`src/rtl/aes_result_collector.sv`:
```
// Collects ciphertexts from a fixed-latency aes_128 core into a credit-protected result FIFO.
// Optional feature: define AES_COLLECTOR_TAG_EN to carry an 8-bit tag alongside each launch.
module aes_result_collector #(
    parameter int LATENCY = 21,
    parameter int DEPTH   = 4
) (
    input  logic         clk,
    input  logic         reset,
    input  logic         launch,
    output logic         launch_ready,
    input  logic [127:0] aes_out,
    output logic [127:0] ct_data,
    output logic         ct_valid,
    input  logic         ct_ready,
    output logic [4:0]   inflight,
    output logic         drop_err
`ifdef AES_COLLECTOR_TAG_EN
    ,
    input  logic [7:0]   launch_tag,
    output logic [7:0]   ct_tag
`endif
);

    localparam int AW = (DEPTH > 1) ? $clog2(DEPTH) : 1;

    logic [LATENCY-1:0] valid_sr;
    logic [127:0]       mem [DEPTH];
    logic [AW-1:0]      wr_ptr;
    logic [AW-1:0]      rd_ptr;
    logic [AW:0]        count;
    logic [5:0]         credits_used;
    logic               accept;
    logic               capture;
    logic               pop;

    // Every in-flight launch holds a reserved FIFO slot, so a capture never meets a full FIFO.
    assign credits_used = 6'(inflight) + 6'(count);
    assign launch_ready = (credits_used < 6'(DEPTH));
    assign accept       = launch & launch_ready;
    assign capture      = valid_sr[LATENCY-1];
    assign ct_valid     = (count != '0);
    assign pop          = ct_valid & ct_ready;
    assign ct_data      = ct_valid ? mem[rd_ptr] : '0;

    always_ff @(posedge clk) begin
        if (reset) begin
            valid_sr <= '0;
            inflight <= '0;
            drop_err <= 1'b0;
        end else begin
            valid_sr <= {valid_sr[LATENCY-2:0], accept};
            case ({accept, capture})
                2'b10:   inflight <= inflight + 5'd1;
                2'b01:   inflight <= inflight - 5'd1;
                default: inflight <= inflight;
            endcase
            if (launch && !launch_ready) begin
                drop_err <= 1'b1;
            end
        end
    end

    // Pointers are AW bits wide with DEPTH a power of two, so they wrap modulo DEPTH naturally.
    always_ff @(posedge clk) begin
        if (reset) begin
            wr_ptr <= '0;
            rd_ptr <= '0;
            count  <= '0;
        end else begin
            if (capture) begin
                wr_ptr <= wr_ptr + 1'b1;
            end
            if (pop) begin
                rd_ptr <= rd_ptr + 1'b1;
            end
            case ({capture, pop})
                2'b10:   count <= count + 1'b1;
                2'b01:   count <= count - 1'b1;
                default: count <= count;
            endcase
        end
    end

    always_ff @(posedge clk) begin
        if (!reset && capture) begin
            mem[wr_ptr] <= aes_out;
        end
    end

`ifdef AES_COLLECTOR_TAG_EN
    logic [7:0] tag_sr  [LATENCY];
    logic [7:0] tag_mem [DEPTH];

    // The tag pipeline shifts every cycle, so a tag stays aligned with its launch's valid bit.
    always_ff @(posedge clk) begin
        tag_sr[0] <= launch_tag;
        for (int i = 1; i < LATENCY; i++) begin
            tag_sr[i] <= tag_sr[i-1];
        end
        if (!reset && capture) begin
            tag_mem[wr_ptr] <= tag_sr[LATENCY-1];
        end
    end

    assign ct_tag = ct_valid ? tag_mem[rd_ptr] : '0;
`endif

endmodule

```
`config.mk`:
```
export PLATFORM = sky130hd
export DESIGN_NAME = aes_result_collector
export DESIGN_NICKNAME = d
export VERILOG_FILES = /design/src/rtl/aes_result_collector.sv
export SDC_FILE = /design/constraint.sdc
export NUM_CORES = 1
export LEC_CHECK = 0
export ABC_AREA = 1
export BUFFER_PORTS_ARGS = -buffer_cell sky130_fd_sc_hd__buf_2
export CAP_MARGIN = 25
export CELL_PAD_IN_SITES_DETAIL_PLACEMENT = 0
export CELL_PAD_IN_SITES_GLOBAL_PLACEMENT = 1
export CORE_MARGIN = 4
export CORE_UTILIZATION = 44
export CTS_BUF_LIST = sky130_fd_sc_hd__clkbuf_8
export DETAILED_ROUTE_END_ITERATION = 8
export GPL_ROUTABILITY_DRIVEN = 0
export PLACE_DENSITY = 0.8
export RECOVER_POWER = 50
export SETUP_SLACK_MARGIN = 0.2
export SYNTH_ARGS = -nofsm -noshare
export SYNTH_HDL_FRONTEND = slang
export SYNTH_SLANG_ARGS = --single-unit
```
`constraint.sdc`:
```
create_clock -name clk -period 7.9 [get_ports clk]
set_input_delay 1.58 -clock clk [delete_from_list [all_inputs] [get_ports clk]]
set_output_delay 1.58 -clock clk [all_outputs]
set_load 0.05 [all_outputs]
```
==> reports/results.ini <==
[finish]
synthToLayoutAreaGrowth_pct=14.5
nets=2116
postLayoutCellArea_mm2=0.0245
fin_cells=2656
layout-drive-gt1-share_pct=13.2

[die]
die_x_um=228
die-area_mm2=0.0521
die_y_um=228
core-area_mm2=0.0478
start_util_pct=44.6
rows=80
ios=268

[place]
dp_slack_ns=3.28
place.detailed.hpwl_um=27000
post_dp_cell_area_mm2=0.0230
placed_cells=2494
io_buffer_count=267

[critical_path]
crit_path_max_fanout=44
slowest_stage=clkbuf_1
max_stage_delay_ns=1.95
ff2ff_path_depth=9
worstSetupStartpointType=flop
endpoint=ct_data[0]
crit_path_end_kind=output port
path_cells=nor3_4, clkbuf_1, a21oi_1, buf_2
worstSetupPathDepth=4
startpoint=count[2]$_SDFFE_PP0P_
reg2reg_to=count[1]$_SDFFE_PP0P_
critPathKind=flop to output port
arrival_ns=4.30
critPathRequiredTime_ns=6.32
reg2reg_slack_ns=3.39
r2r-start=count[2]$_SDFFE_PP0P_
critPathBufInv=2
critPathTopFamily=buffers and inverters

[clocking]
clk_path_buf_depth=3
clk_latency_ns=0.66
htree_levels=3
clockRootBuffer=clkbuf_8
clock_sinks=548
cts_buffers=88
cts_setup_buffers=0
cts_hold_buf=0
tritoncts=yes
cts_resized=0
clkTransAtPathRegs_ns=0.05

[synthesis]
synth_top_area_cell=edfxtp_1
yosys-top-cells-area=edfxtp_1 (72%), nor2_1 (9.7%), o21ai_0 (6.0%), dfxtp_1 (3.4%), a21oi_1 (3.3%)
ys_seq_elements=548
syn_avg_cell_area_um2=12.6
yosysWarningCount=0
syn-num-nets=1838
syn_area_mm2=0.0214
synth_top_area_share_pct=72.0
seq_area_frac_synth_pct=75.3
synth_cell_types=22
netlist_instances=1693

[detailed_routing]
vias=13600
antenna_left=0
drt_iter0_drc=955
wl_per_cell_um=18.4
vias_per_cell=5.12
drt_wl_total_um=49000
drcViolationCount=0
dr.pass1.iters=5

[grt]
grt_pass1_vias=13600
use_met3_pct=4.91
grt_antenna_before_repair=7
grt_first_pass_wirelength_um=75700
grt_overflow=0
grt_use_total_pct=18.4
grt.busiest_layer=met2
use_met1_pct=23.6
grt_max_degree=103
gr-usage-met2_pct=30.7

[sta]
period_minus_slack_ns=5.88
max_slew_margin_pct=-79.0
worst_clock_skew_ns=0.0225
grt_setup_unrepaired=no
clock.fmax_mhz=170
finalSetupViolations=0
setup_ws_ns=2.02
hold_viol=0
worst_pin_slew_ns=2.69
period_share_pct=74.5
fin_setup_tns_ns=0
slew_viol_final=139

[run_status]
outcome=finished, violations left
violations=max-capacitance violations, max-slew violations

[pwr]
internal_power_mw=4.35
power_density_mw_per_mm2=224
ir_drop_mv=0.219
p_sw_share_pct=20.6
p_seq_share_pct=58.0
switchingPower_mw=1.13
p_leak_nw=8.79
p_comb_share_pct=1.7
clkPwrFrac_pct=40.3

[hold_path]
hold_depth=2
hold_path_class=flop to flop

[run]
max-cap-violations=5

==> worst min-delay path, cell delays in order (launching register included) <==
cell	delay, ns
dfxtp_1	0.29
inv_1	0.04
nor2_1	0.03
==> layout make-up <==
cell class	count	area, µm²
fill	4177	23400
antenna	3	7.51
timing repair buffer	290	1370
clock buffer	93	1280
clock inverter	64	328
inverter	44	173
multi-input combinational	999	4430
sequential	548	16100
tap	615	769
==> worst min path at each step <==
stage	start	to	slack (ns)
final	valid_sr[11]$_SDFF_PP0_	valid_sr[12]$_SDFF_PP0_	0.40
after floorplan	valid_sr[9]$_SDFF_PP0_	valid_sr[10]$_SDFF_PP0_	0.39
after CTS	valid_sr[11]$_SDFF_PP0_	valid_sr[12]$_SDFF_PP0_	0.41
after global placement	valid_sr[16]$_SDFF_PP0_	valid_sr[17]$_SDFF_PP0_	0.39
after detailed placement	valid_sr[3]$_SDFF_PP0_	valid_sr[4]$_SDFF_PP0_	0.40
after global routing	valid_sr[7]$_SDFF_PP0_	valid_sr[8]$_SDFF_PP0_	0.43
==> synthesized netlist by cell type <==
cell type and n:
clkbuf_2 24, buf_2 37, clkbuf_8 5, nand2_1 16
inv_1 43, clkbuf_1 9, edfxtp_1 512, a21oi_1 140
xnor2_1 1, ha_1 11, nor3_2 1, fa_1 2
inv_2 1, xor2_1 4, buf_6 19, nor2_1 553
buf_4 7, o21ai_0 257, o21ai_1 10, nand3_1 4
buf_1 1, dfxtp_1 36
==> routing by layer <==
layer,vias to the layer above,wire length [µm]
met5,-,54
met4,8,868
met3,69,3460
met2,400,23900
met1,6609,20700
li1,6511,-
==> per-stage QoR <==
step	total power [mW]	utilization, %	hold WS [ns]
floorplan	3.28	-	0.388
global placement	3.34	48.1	0.391
detailed placement	3.34	48.1	0.396
CTS	5.56	51.4	0.407
global route	5.72	51.1	0.426
finish	5.48	51.1	0.405
==> registers in the layout (all words and copies together), names as in the netlist, named ones only <==
| register | count |
|---|---|
| mem | 512 |
| wr_ptr | 2 |
| drop_err | 1 |
| count | 3 |
| valid_sr | 21 |
| rd_ptr | 2 |
| inflight | 5 |
==> power groups by stage <==
stage / Clock, mW / Combinational, mW / Sequential, mW
floorplan: 0 / 0.0238 / 3.26
global placement: 0 / 0.0975 / 3.24
detailed placement: 0 / 0.103 / 3.24
CTS: 2.28 / 0.104 / 3.18
global route: 2.43 / 0.107 / 3.18
finish: 2.21 / 0.0950 / 3.18
==> cells in the final DEF (no fill, tap or decap), types with 3 or more instances in the layout <==
cell      netlist  final
a21oi_1       140    140
buf_2          37    137
buf_4           7     19
clkbuf_1        9    132
clkbuf_8        5     93
clkinv_1        0     13
clkinv_2        0      6
dfxtp_1        36     34
diode_2         0      3
edfxtp_1      512    512
ha_1           11     11
inv_1          43     80
nand2_1        16     16
nand3_1         4      4
nor2_1        553    553
o21ai_0       257    257
o21ai_1        10     10
xor2_1          4      4
==> cell families (layout without fill, tap and decap cells) <==
logic type,after synthesis,count (layout),synth area share [%]
AND/OR/NAND/NOR,574,574,10.1
flip-flops,548,548,75.3
AO/OA/AOI/OAI,407,407,9.53
buffers and inverters,146,491,3.95
adder cells (fa/ha/maj),13,13,0.832
XOR/XNOR,5,5,0.205
other,0,3,0
Note: power is estimated with default switching activity, not from simulation.
